## src/rtl/exe_mem_pipe_reg_if.sv

```systemverilog
// EXE->MEM stage bundle: handshake, instruction fields, last-store export and store lookup.
// master drives the EXE-side inputs, slave is the pipeline register itself.
interface exe_mem_pipe_reg_if #(
  parameter int unsigned DATA_W = 32,
  parameter int unsigned REG_AW = 5,
  parameter int unsigned OP_W   = 4
);
  logic              flush;
  logic              in_valid;
  logic              in_ready;
  logic [DATA_W-1:0] exe_pc;
  logic              exe_we;
  logic [REG_AW-1:0] exe_write_reg;
  logic [DATA_W-1:0] exe_write_data;
  logic [OP_W-1:0]   exe_mem_op;
  logic [DATA_W-1:0] exe_mem_addr;
  logic [DATA_W-1:0] exe_mem_data;
  logic              out_valid;
  logic              out_ready;
  logic [DATA_W-1:0] mem_pc;
  logic              mem_we;
  logic [REG_AW-1:0] mem_write_reg;
  logic [DATA_W-1:0] mem_write_data;
  logic [OP_W-1:0]   mem_mem_op;
  logic [DATA_W-1:0] mem_mem_addr;
  logic [DATA_W-1:0] mem_mem_data;
  logic [DATA_W-1:0] last_store_addr;
  logic [DATA_W-1:0] last_store_data;
  logic [DATA_W-1:0] lookup_addr;
  logic              lookup_hit;
  logic [DATA_W-1:0] lookup_data;

  modport master (
    output flush, in_valid, exe_pc, exe_we, exe_write_reg, exe_write_data, exe_mem_op,
           exe_mem_addr, exe_mem_data, out_ready, lookup_addr,
    input  in_ready, out_valid, mem_pc, mem_we, mem_write_reg, mem_write_data, mem_mem_op,
           mem_mem_addr, mem_mem_data, last_store_addr, last_store_data, lookup_hit, lookup_data
  );

  modport slave (
    input  flush, in_valid, exe_pc, exe_we, exe_write_reg, exe_write_data, exe_mem_op,
           exe_mem_addr, exe_mem_data, out_ready, lookup_addr,
    output in_ready, out_valid, mem_pc, mem_we, mem_write_reg, mem_write_data, mem_mem_op,
           mem_mem_addr, mem_mem_data, last_store_addr, last_store_data, lookup_hit, lookup_data
  );
endinterface

```

## src/rtl/exe_mem_pipe_reg.sv

```systemverilog
// EXE->MEM pipeline register with valid/ready, stall, flush and last-store export.
// Define EXE_MEM_SB_EN to build the circular store history with store-to-load lookup.
module exe_mem_pipe_reg #(
  parameter int unsigned DATA_W   = 32,
  parameter int unsigned REG_AW   = 5,
  parameter int unsigned OP_W     = 4,
  parameter int unsigned NOP_OP   = 0,
  parameter int unsigned SW_OP    = 6,
  parameter int unsigned SB_DEPTH = 4
) (
  input logic              clk_i,
  input logic              rst_i,
  exe_mem_pipe_reg_if.slave bus
);

  localparam logic [OP_W-1:0] NopOp = OP_W'(NOP_OP);
  localparam logic [OP_W-1:0] SwOp  = OP_W'(SW_OP);

  logic              out_valid_q;
  logic [DATA_W-1:0] pc_q;
  logic              we_q;
  logic [REG_AW-1:0] rd_q;
  logic [DATA_W-1:0] wdata_q;
  logic [OP_W-1:0]   op_q;
  logic [DATA_W-1:0] addr_q;
  logic [DATA_W-1:0] sdata_q;
  logic [DATA_W-1:0] ls_addr_q;
  logic [DATA_W-1:0] ls_data_q;

  logic accept;
  logic store_en;

  assign bus.in_ready = !out_valid_q || bus.out_ready;
  assign accept       = bus.in_valid && bus.in_ready;
  assign store_en     = accept && !bus.flush && (bus.exe_mem_op == SwOp);

  always_ff @(posedge clk_i) begin
    if (rst_i) begin
      out_valid_q <= 1'b0;
      pc_q        <= '0;
      we_q        <= 1'b0;
      rd_q        <= '0;
      wdata_q     <= '0;
      op_q        <= NopOp;
      addr_q      <= '0;
      sdata_q     <= '0;
      ls_addr_q   <= '0;
      ls_data_q   <= '0;
    end else if (bus.flush) begin
      // Held instruction and same-cycle input are both killed.
      out_valid_q <= 1'b0;
      we_q        <= 1'b0;
      op_q        <= NopOp;
    end else if (accept) begin
      out_valid_q <= 1'b1;
      pc_q        <= bus.exe_pc;
      we_q        <= bus.exe_we;
      rd_q        <= bus.exe_write_reg;
      wdata_q     <= bus.exe_write_data;
      op_q        <= bus.exe_mem_op;
      addr_q      <= bus.exe_mem_addr;
      sdata_q     <= bus.exe_mem_data;
      if (store_en) begin
        ls_addr_q <= bus.exe_mem_addr;
        ls_data_q <= bus.exe_mem_data;
      end
    end else if (bus.out_ready) begin
      out_valid_q <= 1'b0;
      we_q        <= 1'b0;
      op_q        <= NopOp;
    end
  end

  assign bus.out_valid       = out_valid_q;
  assign bus.mem_pc          = pc_q;
  assign bus.mem_we          = we_q;
  assign bus.mem_write_reg   = rd_q;
  assign bus.mem_write_data  = wdata_q;
  assign bus.mem_mem_op      = op_q;
  assign bus.mem_mem_addr    = addr_q;
  assign bus.mem_mem_data    = sdata_q;
  assign bus.last_store_addr = ls_addr_q;
  assign bus.last_store_data = ls_data_q;

`ifdef EXE_MEM_SB_EN
  localparam int unsigned PtrW  = $clog2(SB_DEPTH);
  localparam int unsigned WordW = DATA_W - 2;

  logic [WordW-1:0]  sb_word_q [SB_DEPTH];
  logic [DATA_W-1:0] sb_data_q [SB_DEPTH];
  logic [SB_DEPTH-1:0] sb_vld_q;
  logic [PtrW-1:0]   wr_ptr_q;

  logic              upd_hit;
  logic [PtrW-1:0]   upd_idx;
  logic              lk_hit;
  logic [DATA_W-1:0] lk_data;

  // Entries are unique per word, so at most one match per probe.
  always_comb begin
    upd_hit = 1'b0;
    upd_idx = '0;
    lk_hit  = 1'b0;
    lk_data = '0;
    for (int i = 0; i < int'(SB_DEPTH); i++) begin
      if (sb_vld_q[i] && (sb_word_q[i] == bus.exe_mem_addr[DATA_W-1:2])) begin
        upd_hit = 1'b1;
        upd_idx = PtrW'(i);
      end
      if (sb_vld_q[i] && (sb_word_q[i] == bus.lookup_addr[DATA_W-1:2])) begin
        lk_hit  = 1'b1;
        lk_data = sb_data_q[i];
      end
    end
  end

  always_ff @(posedge clk_i) begin
    if (rst_i) begin
      sb_vld_q <= '0;
      wr_ptr_q <= '0;
      for (int i = 0; i < int'(SB_DEPTH); i++) begin
        sb_word_q[i] <= '0;
        sb_data_q[i] <= '0;
      end
    end else if (store_en) begin
      if (upd_hit) begin
        sb_data_q[upd_idx] <= bus.exe_mem_data;
      end else begin
        sb_word_q[wr_ptr_q] <= bus.exe_mem_addr[DATA_W-1:2];
        sb_data_q[wr_ptr_q] <= bus.exe_mem_data;
        sb_vld_q[wr_ptr_q]  <= 1'b1;
        wr_ptr_q            <= wr_ptr_q + 1'b1;
      end
    end
  end

  assign bus.lookup_hit  = lk_hit;
  assign bus.lookup_data = lk_data;

  logic unused_lk_lsb;
  assign unused_lk_lsb = ^bus.lookup_addr[1:0];
`else
  assign bus.lookup_hit  = 1'b0;
  assign bus.lookup_data = '0;

  logic unused_sb;
  assign unused_sb = ^{bus.lookup_addr, 32'(SB_DEPTH)};
`endif

endmodule

```

## src/flat_wrapper.sv

```systemverilog
// flat-port wrapper written by rule: the top's interface ports become plain ports
module exe_mem_pipe_reg_flat 
#(
  parameter int unsigned DATA_W   = 32,
  parameter int unsigned REG_AW   = 5,
  parameter int unsigned OP_W     = 4,
  parameter int unsigned NOP_OP   = 0,
  parameter int unsigned SW_OP    = 6,
  parameter int unsigned SB_DEPTH = 4
)
  (clk_i, rst_i, bus_flush, bus_in_valid, bus_exe_pc, bus_exe_we, bus_exe_write_reg, bus_exe_write_data, bus_exe_mem_op, bus_exe_mem_addr, bus_exe_mem_data, bus_out_ready, bus_lookup_addr, bus_in_ready, bus_out_valid, bus_mem_pc, bus_mem_we, bus_mem_write_reg, bus_mem_write_data, bus_mem_mem_op, bus_mem_mem_addr, bus_mem_mem_data, bus_last_store_addr, bus_last_store_data, bus_lookup_hit, bus_lookup_data);
  exe_mem_pipe_reg_if #(.DATA_W(DATA_W), .REG_AW(REG_AW), .OP_W(OP_W)) bus_i ();
  input logic clk_i;
  input logic rst_i;
  input wire logic [$bits(bus_i.flush)-1:0] bus_flush;
  input wire logic [$bits(bus_i.in_valid)-1:0] bus_in_valid;
  input wire logic [$bits(bus_i.exe_pc)-1:0] bus_exe_pc;
  input wire logic [$bits(bus_i.exe_we)-1:0] bus_exe_we;
  input wire logic [$bits(bus_i.exe_write_reg)-1:0] bus_exe_write_reg;
  input wire logic [$bits(bus_i.exe_write_data)-1:0] bus_exe_write_data;
  input wire logic [$bits(bus_i.exe_mem_op)-1:0] bus_exe_mem_op;
  input wire logic [$bits(bus_i.exe_mem_addr)-1:0] bus_exe_mem_addr;
  input wire logic [$bits(bus_i.exe_mem_data)-1:0] bus_exe_mem_data;
  input wire logic [$bits(bus_i.out_ready)-1:0] bus_out_ready;
  input wire logic [$bits(bus_i.lookup_addr)-1:0] bus_lookup_addr;
  output wire logic [$bits(bus_i.in_ready)-1:0] bus_in_ready;
  output wire logic [$bits(bus_i.out_valid)-1:0] bus_out_valid;
  output wire logic [$bits(bus_i.mem_pc)-1:0] bus_mem_pc;
  output wire logic [$bits(bus_i.mem_we)-1:0] bus_mem_we;
  output wire logic [$bits(bus_i.mem_write_reg)-1:0] bus_mem_write_reg;
  output wire logic [$bits(bus_i.mem_write_data)-1:0] bus_mem_write_data;
  output wire logic [$bits(bus_i.mem_mem_op)-1:0] bus_mem_mem_op;
  output wire logic [$bits(bus_i.mem_mem_addr)-1:0] bus_mem_mem_addr;
  output wire logic [$bits(bus_i.mem_mem_data)-1:0] bus_mem_mem_data;
  output wire logic [$bits(bus_i.last_store_addr)-1:0] bus_last_store_addr;
  output wire logic [$bits(bus_i.last_store_data)-1:0] bus_last_store_data;
  output wire logic [$bits(bus_i.lookup_hit)-1:0] bus_lookup_hit;
  output wire logic [$bits(bus_i.lookup_data)-1:0] bus_lookup_data;
  assign bus_i.flush = bus_flush;
  assign bus_i.in_valid = bus_in_valid;
  assign bus_i.exe_pc = bus_exe_pc;
  assign bus_i.exe_we = bus_exe_we;
  assign bus_i.exe_write_reg = bus_exe_write_reg;
  assign bus_i.exe_write_data = bus_exe_write_data;
  assign bus_i.exe_mem_op = bus_exe_mem_op;
  assign bus_i.exe_mem_addr = bus_exe_mem_addr;
  assign bus_i.exe_mem_data = bus_exe_mem_data;
  assign bus_i.out_ready = bus_out_ready;
  assign bus_i.lookup_addr = bus_lookup_addr;
  assign bus_in_ready = bus_i.in_ready;
  assign bus_out_valid = bus_i.out_valid;
  assign bus_mem_pc = bus_i.mem_pc;
  assign bus_mem_we = bus_i.mem_we;
  assign bus_mem_write_reg = bus_i.mem_write_reg;
  assign bus_mem_write_data = bus_i.mem_write_data;
  assign bus_mem_mem_op = bus_i.mem_mem_op;
  assign bus_mem_mem_addr = bus_i.mem_mem_addr;
  assign bus_mem_mem_data = bus_i.mem_mem_data;
  assign bus_last_store_addr = bus_i.last_store_addr;
  assign bus_last_store_data = bus_i.last_store_data;
  assign bus_lookup_hit = bus_i.lookup_hit;
  assign bus_lookup_data = bus_i.lookup_data;
  exe_mem_pipe_reg #(.DATA_W(DATA_W), .REG_AW(REG_AW), .OP_W(OP_W), .NOP_OP(NOP_OP), .SW_OP(SW_OP), .SB_DEPTH(SB_DEPTH)) u_core (.clk_i(clk_i), .rst_i(rst_i), .bus(bus_i));
endmodule
```

## config.mk

```make
export PLATFORM = sky130hd
export DESIGN_NAME = exe_mem_pipe_reg_flat
export DESIGN_NICKNAME = d
export VERILOG_FILES = /design/src/rtl/exe_mem_pipe_reg_if.sv /design/src/rtl/exe_mem_pipe_reg.sv /design/src/flat_wrapper.sv
export SDC_FILE = /design/constraint.sdc
export NUM_CORES = 1
export LEC_CHECK = 0
export ABC_AREA = 1
export CAP_MARGIN = 20
export CELL_PAD_IN_SITES_DETAIL_PLACEMENT = 1
export CELL_PAD_IN_SITES_GLOBAL_PLACEMENT = 2
export CORE_MARGIN = 2
export CORE_UTILIZATION = 20
export CTS_CLUSTER_DIAMETER = 150
export DETAILED_ROUTE_END_ITERATION = 8
export GPL_ROUTABILITY_DRIVEN = 1
export PLACE_DENSITY = 0.86
export SLEW_MARGIN = 20
export SYNTH_ARGS = -nofsm -noshare
export SYNTH_HDL_FRONTEND = slang
export SYNTH_SLANG_ARGS = --single-unit
export TNS_END_PERCENT = 30
```

## constraint.sdc

```tcl
create_clock -name clk_i -period 1.5 [get_ports clk_i]
set_input_delay 0.3 -clock clk_i [delete_from_list [all_inputs] [get_ports clk_i]]
set_output_delay 0.3 -clock clk_i [all_outputs]
set_load 0.005 [all_outputs]
```

* Yosys cells after proc, flatten, opt, wreduce, memory -nomap -nowiden *
Index checks and enable logic that the tools add are counted.

operators by class
  bitwise gates (word level) = 1
  reduce and logical (&&, ||, !) cells = 10
  mux-type cells = 5
  equal/unequal tests = 1

operators by type and width
  kind                  number
  $mux W4               2
  $eq A4 B3 Y1 const B  1
  $logic_and A1 B1 Y1   3
  $mux W1               3
  $reduce_and A3 Y1     1
  $logic_not A1 Y1      2
  $reduce_and A2 Y1     1
  $reduce_bool A2 Y1    1
  $reduce_or A2 Y1      1
  $logic_or A1 B1 Y1    1
  $not A1 Y1            1

word-level totals
  bits in registers = 203
  logic and storage cells = 27
  output and inout port bits = 237
  bits of input ports = 175

* Depth between registers and ports, before layout *
  word-level depth = 6
  depth in mapped cells = 9
  gate-level depth less buffers = 7

* Worst setup path after synthesis *
No wires, ideal clock.

  path kind = flip-flop to flip-flop
  start point = reg u_core.out_valid_q (netlist: u_core.bus.out_valid)
  end point = reg u_core.sdata_q[21] (netlist: u_core.bus.mem_mem_data[21])
  buffers on the path = 2
  data arrival time = 1.138 ns
  period minus slack after synthesis = 1.208 ns
  setup slack = 0.292 ns
  stages on the path, launching flop included = 7
  library setup time = 0.070 ns
  cells stage by stage = dfxtp_1 > nand2_2 > nand3_2 > buf_2 > buf_2 > nand2_1 > a21oi_1

on the way
  longest elaborated chain between the ends = 4

ends and longest elaborated chain
  element                             RTL line                source
  start, declared                     exe_mem_pipe_reg.sv:19  logic out_valid_q;
  start signal, assigned              exe_mem_pipe_reg.sv:39  out_valid_q <= 1'b0;
  start signal, assigned              exe_mem_pipe_reg.sv:51  out_valid_q <= 1'b0;
  start signal, assigned              exe_mem_pipe_reg.sv:55  out_valid_q <= 1'b1;
  $logic_not A1 Y1                    exe_mem_pipe_reg.sv:33  assign bus.in_ready = !out_valid_q || bus.out_ready;
  $logic_or A1 B1 Y1                  exe_mem_pipe_reg.sv:33
  net bus_in_ready                    flat_wrapper.sv:26      output wire logic [$bits(bus_i.in_ready)-1:0] bus_in_ready;
  $logic_and A1 B1 Y1                 exe_mem_pipe_reg.sv:34  assign accept = bus.in_valid && bus.in_ready;
  $reduce_and A2 Y1 (no source line)  -
  end signal, assigned                exe_mem_pipe_reg.sv:62  sdata_q <= bus.exe_mem_data;
  end, declared                       exe_mem_pipe_reg.sv:26  logic [DATA_W-1:0] sdata_q;

The timed path passes the listed nets, and every way through them passes these cells.
A chain may end at the register's enable or synchronous reset.

* Worst setup path after layout *
  start point = reg u_core.out_valid_q (netlist: u_core.bus.out_valid)
  end point = out bus_out_valid

RTL lines
  element        RTL line            source
  end, declared  flat_wrapper.sv:27  output wire logic [$bits(bus_i.out_valid)-1:0] bus_out_valid;

No word-level cell between the ends.

==> results by group <==
Synth
  • Average cell area after synthesis: 7.40 sq um
  • Most used DFF post-synth: dfxtp_1
  • Post-synthesis mux area share: 0%
  • Post-synthesis adder-cell area fraction: 0%
  • Largest cells by area after synthesis: dfxtp_1 52%, nand2_1 13%, a21oi_1 8.8%
  • Flops & latches, synth: 203
  • Ys async rst share: 0%
  • Synth Instances: 1065
  • Top-count cell post-synth: nand2_1
  • Compound-gate portion of the synthesized area: 8.94%
  • Most frequent cells after synthesis: 274 x nand2_1, 203 x dfxtp_1, 139 x a21oi_1
  • Yosys warning count: 0
  • Seq/Total Area, Yosys: 51.6%
  • Largest family of logic cells by synthesized area: simple AND/OR/NAND/NOR gates
  • Simple-gate area share of the yosys netlist: 28.0%
  • Post-synth top area cell: dfxtp_1
  • Synth top area share: 51.6%
  • Synth unique cells: 16
  • Mapped cell area: 7880 sq um
  • Number of flops mapped to enable cells by yosys: 0
  • Synth Area in XOR/XNOR: 0%

Final layout
  • Area growth syn-to-layout: 61.6%
  • Fill cells: 4747
  • Layout cells sized above 1: 8.21%
  • Register Area: 4080 sq um
  • Final Cell Area: 12700 sq um
  • Final nets: 1596
  • Area of the multi-input gates: 3060 sq um

STA
  • Tcrit/Tclk final: 96.9%
  • Final Hold Viols: 0
  • Worst hold slack: 325 ps
  • RSZ-0062 raised after global routing: true
  • Final Slew Violations: 0
  • Post-layout min period: 1450 ps
  • Final setup violation count: 0
  • FMAX: 0.688 GHz
  • Final Skew: 19.4 ps

Worst setup path
  • Critical Path Max Stage Delay: 360 ps
  • Slowest CP cell: dfxtp_4
  • CP Data Required Time: 1200 ps
  • Worst Setup End Kind: output port
  • Worst-path fanout max: 3
  • Crit-path cells: dlygate4sd2_1
  • Buf/Inv on CP: 1
  • Arr. time, crit path: 1150 ps
  • Crit Path Category: flip-flop to output port
  • Startpoint types: flip-flop
  • FF-to-FF setup slack: 130 ps
  • CP top delay family: flip-flops

Floorplanning
  • Die H: 202 um
  • Die area: 41000 sq um
  • DIE WIDTH: 202 um
  • FP Rows: 72
  • Core area: 38700 sq um
  • Initial Util: 20.3%
  • Ports: 412

Global routing
  • First-pass GRT wire length: 48.5 mm
  • Initial antenna violation count: 1
  • Total track usage: 14.7%
  • Overflow left after global routing: 0
  • Largest net degree at the start of global routing: 65
  • Vias in the first global route: 8547

Place
  • Placement Cell Area: 12200 sq um
  • Detail Placement HPWL: 22.6 mm
  • PortBufs: 346
  • Placer Congestion: 0.778

Drt
  • DRC: 0
  • Drt pass-1 iters: 4
  • First-iteration detailed-routing DRC count: 168
  • Post-route ant nets: 0
  • Vias post-DR: 8119
  • Detail-routed via count per cell: 4.15
  • Final wirelength: 30.8 mm
  • Drt wl/cell: 15.7 um

Pwr
  • Peak supply drop: 0.000610 V
  • LEAKAGE: 5.84 nW
  • PD cells: 1030 nW/um^2

Run
  • Max Cap Viol: 0

Clocking
  • Skew-Pair Late Insertion Delay: 530 ps
  • Clock sinks: 203
  • Clk buf depth: 3
  • CTS tree: yes
  • Clock root cell: clkbuf_16
  • H-tree depth: 1
  • Num CTS Buffers: 25
  • Clock slew at reported path FFs: 60 ps

Outcome
  • Status: complete, no violations

Worst hold path
  • Hold Path Class: input port to flip-flop
[final cells by class]
type | count | area share (%)
Clock inverter | 4 | 0.383
Clock buffer | 40 | 5.67
Inverter | 69 | 2.05
Antenna cell | 1 | 0.0197
Timing Repair Buffer | 409 | 30.7
Multi-Input combinational cell | 713 | 24.0
Tap cell | 518 | 5.09
Sequential cell | 203 | 32.0
[power breakdown]
part           internal [mW]  switching (mW)
Clock                   3.44            2.33
Sequential              5.59          0.0968
Combinational          0.830           0.776
Total                   9.86            3.20
[stage by stage]
step / util [%] / TNS, ps / setup WS [ps] / total power, mW / cells
floorplan: - / 0 / 292 / 6.46 / 1097
global placement: 31.4 / -51590 / -341 / 7.53 / 1910
detailed placement: 31.4 / -61640 / -426 / 7.56 / 1910
CTS: 32.8 / 0 / 4.87 / 13.3 / 1955
global route: 32.9 / -3.45 / -3.45 / 13.7 / 1957
finish: 32.9 / 0 / 47.1 / 13.1 / 1957
[worst paths after layout]
| check | startpoint | to | cells after the start |
|---|---|---|---|
| max | u_core.bus.out_valid | bus_out_valid | 1 |
| min | bus_exe_we | u_core.bus.mem_we | 3 |
| max reg2reg | u_core.bus.out_valid | u_core.bus.last_store_data[3] | 8 |
| min reg2reg | u_core.bus.mem_pc[28] | u_core.bus.mem_pc[28] | 2 |
[cell families after synthesis]
group	Yosys count
AND/OR/NAND/NOR	540
flip-flops	203
buffers and inverters	181
other	1
AO/OA/AOI/OAI	140
[layout by cell type, fill, tap and decap left out, types with 33 or more instances in the layout]
cell type        count
conb_1              33
nand3_1            133
nand2_1            274
buf_4               46
dfxtp_1            196
nor2_1             130
inv_1               65
dlygate4sd2_1      177
clkdlybuf4s50_1    141
a21oi_1            139
[layer usage]
layer / share of wire (%) / vias to the layer above / track usage (%)
met5: 0 / - / 0
met1: 41 / 3777 / 17.0
li1: - / 4012 / -
met4: 2.5 / 0 / 4.46
met3: 8.8 / 45 / 4.83
met2: 48 / 285 / 25.8
[repair_timing]
action,4_1_cts,5_1_grt
endpoints found under the setup margin,204,24
hold endpoints to repair,1,0
resized for setup,224,26
buffers inserted,0,1
hold buffers,1,0
[worst reg2reg max path: stages, from the launching register on]
cell and delay (ps):
dfxtp_4 360, nand2_4 80, nand3_4 100, nor2_4 150, buf_12 190, buf_16 200
nand2_1 80, nand2_1 60, nor2_1 40
No activity file was read; power rests on OpenSTA's default activity.
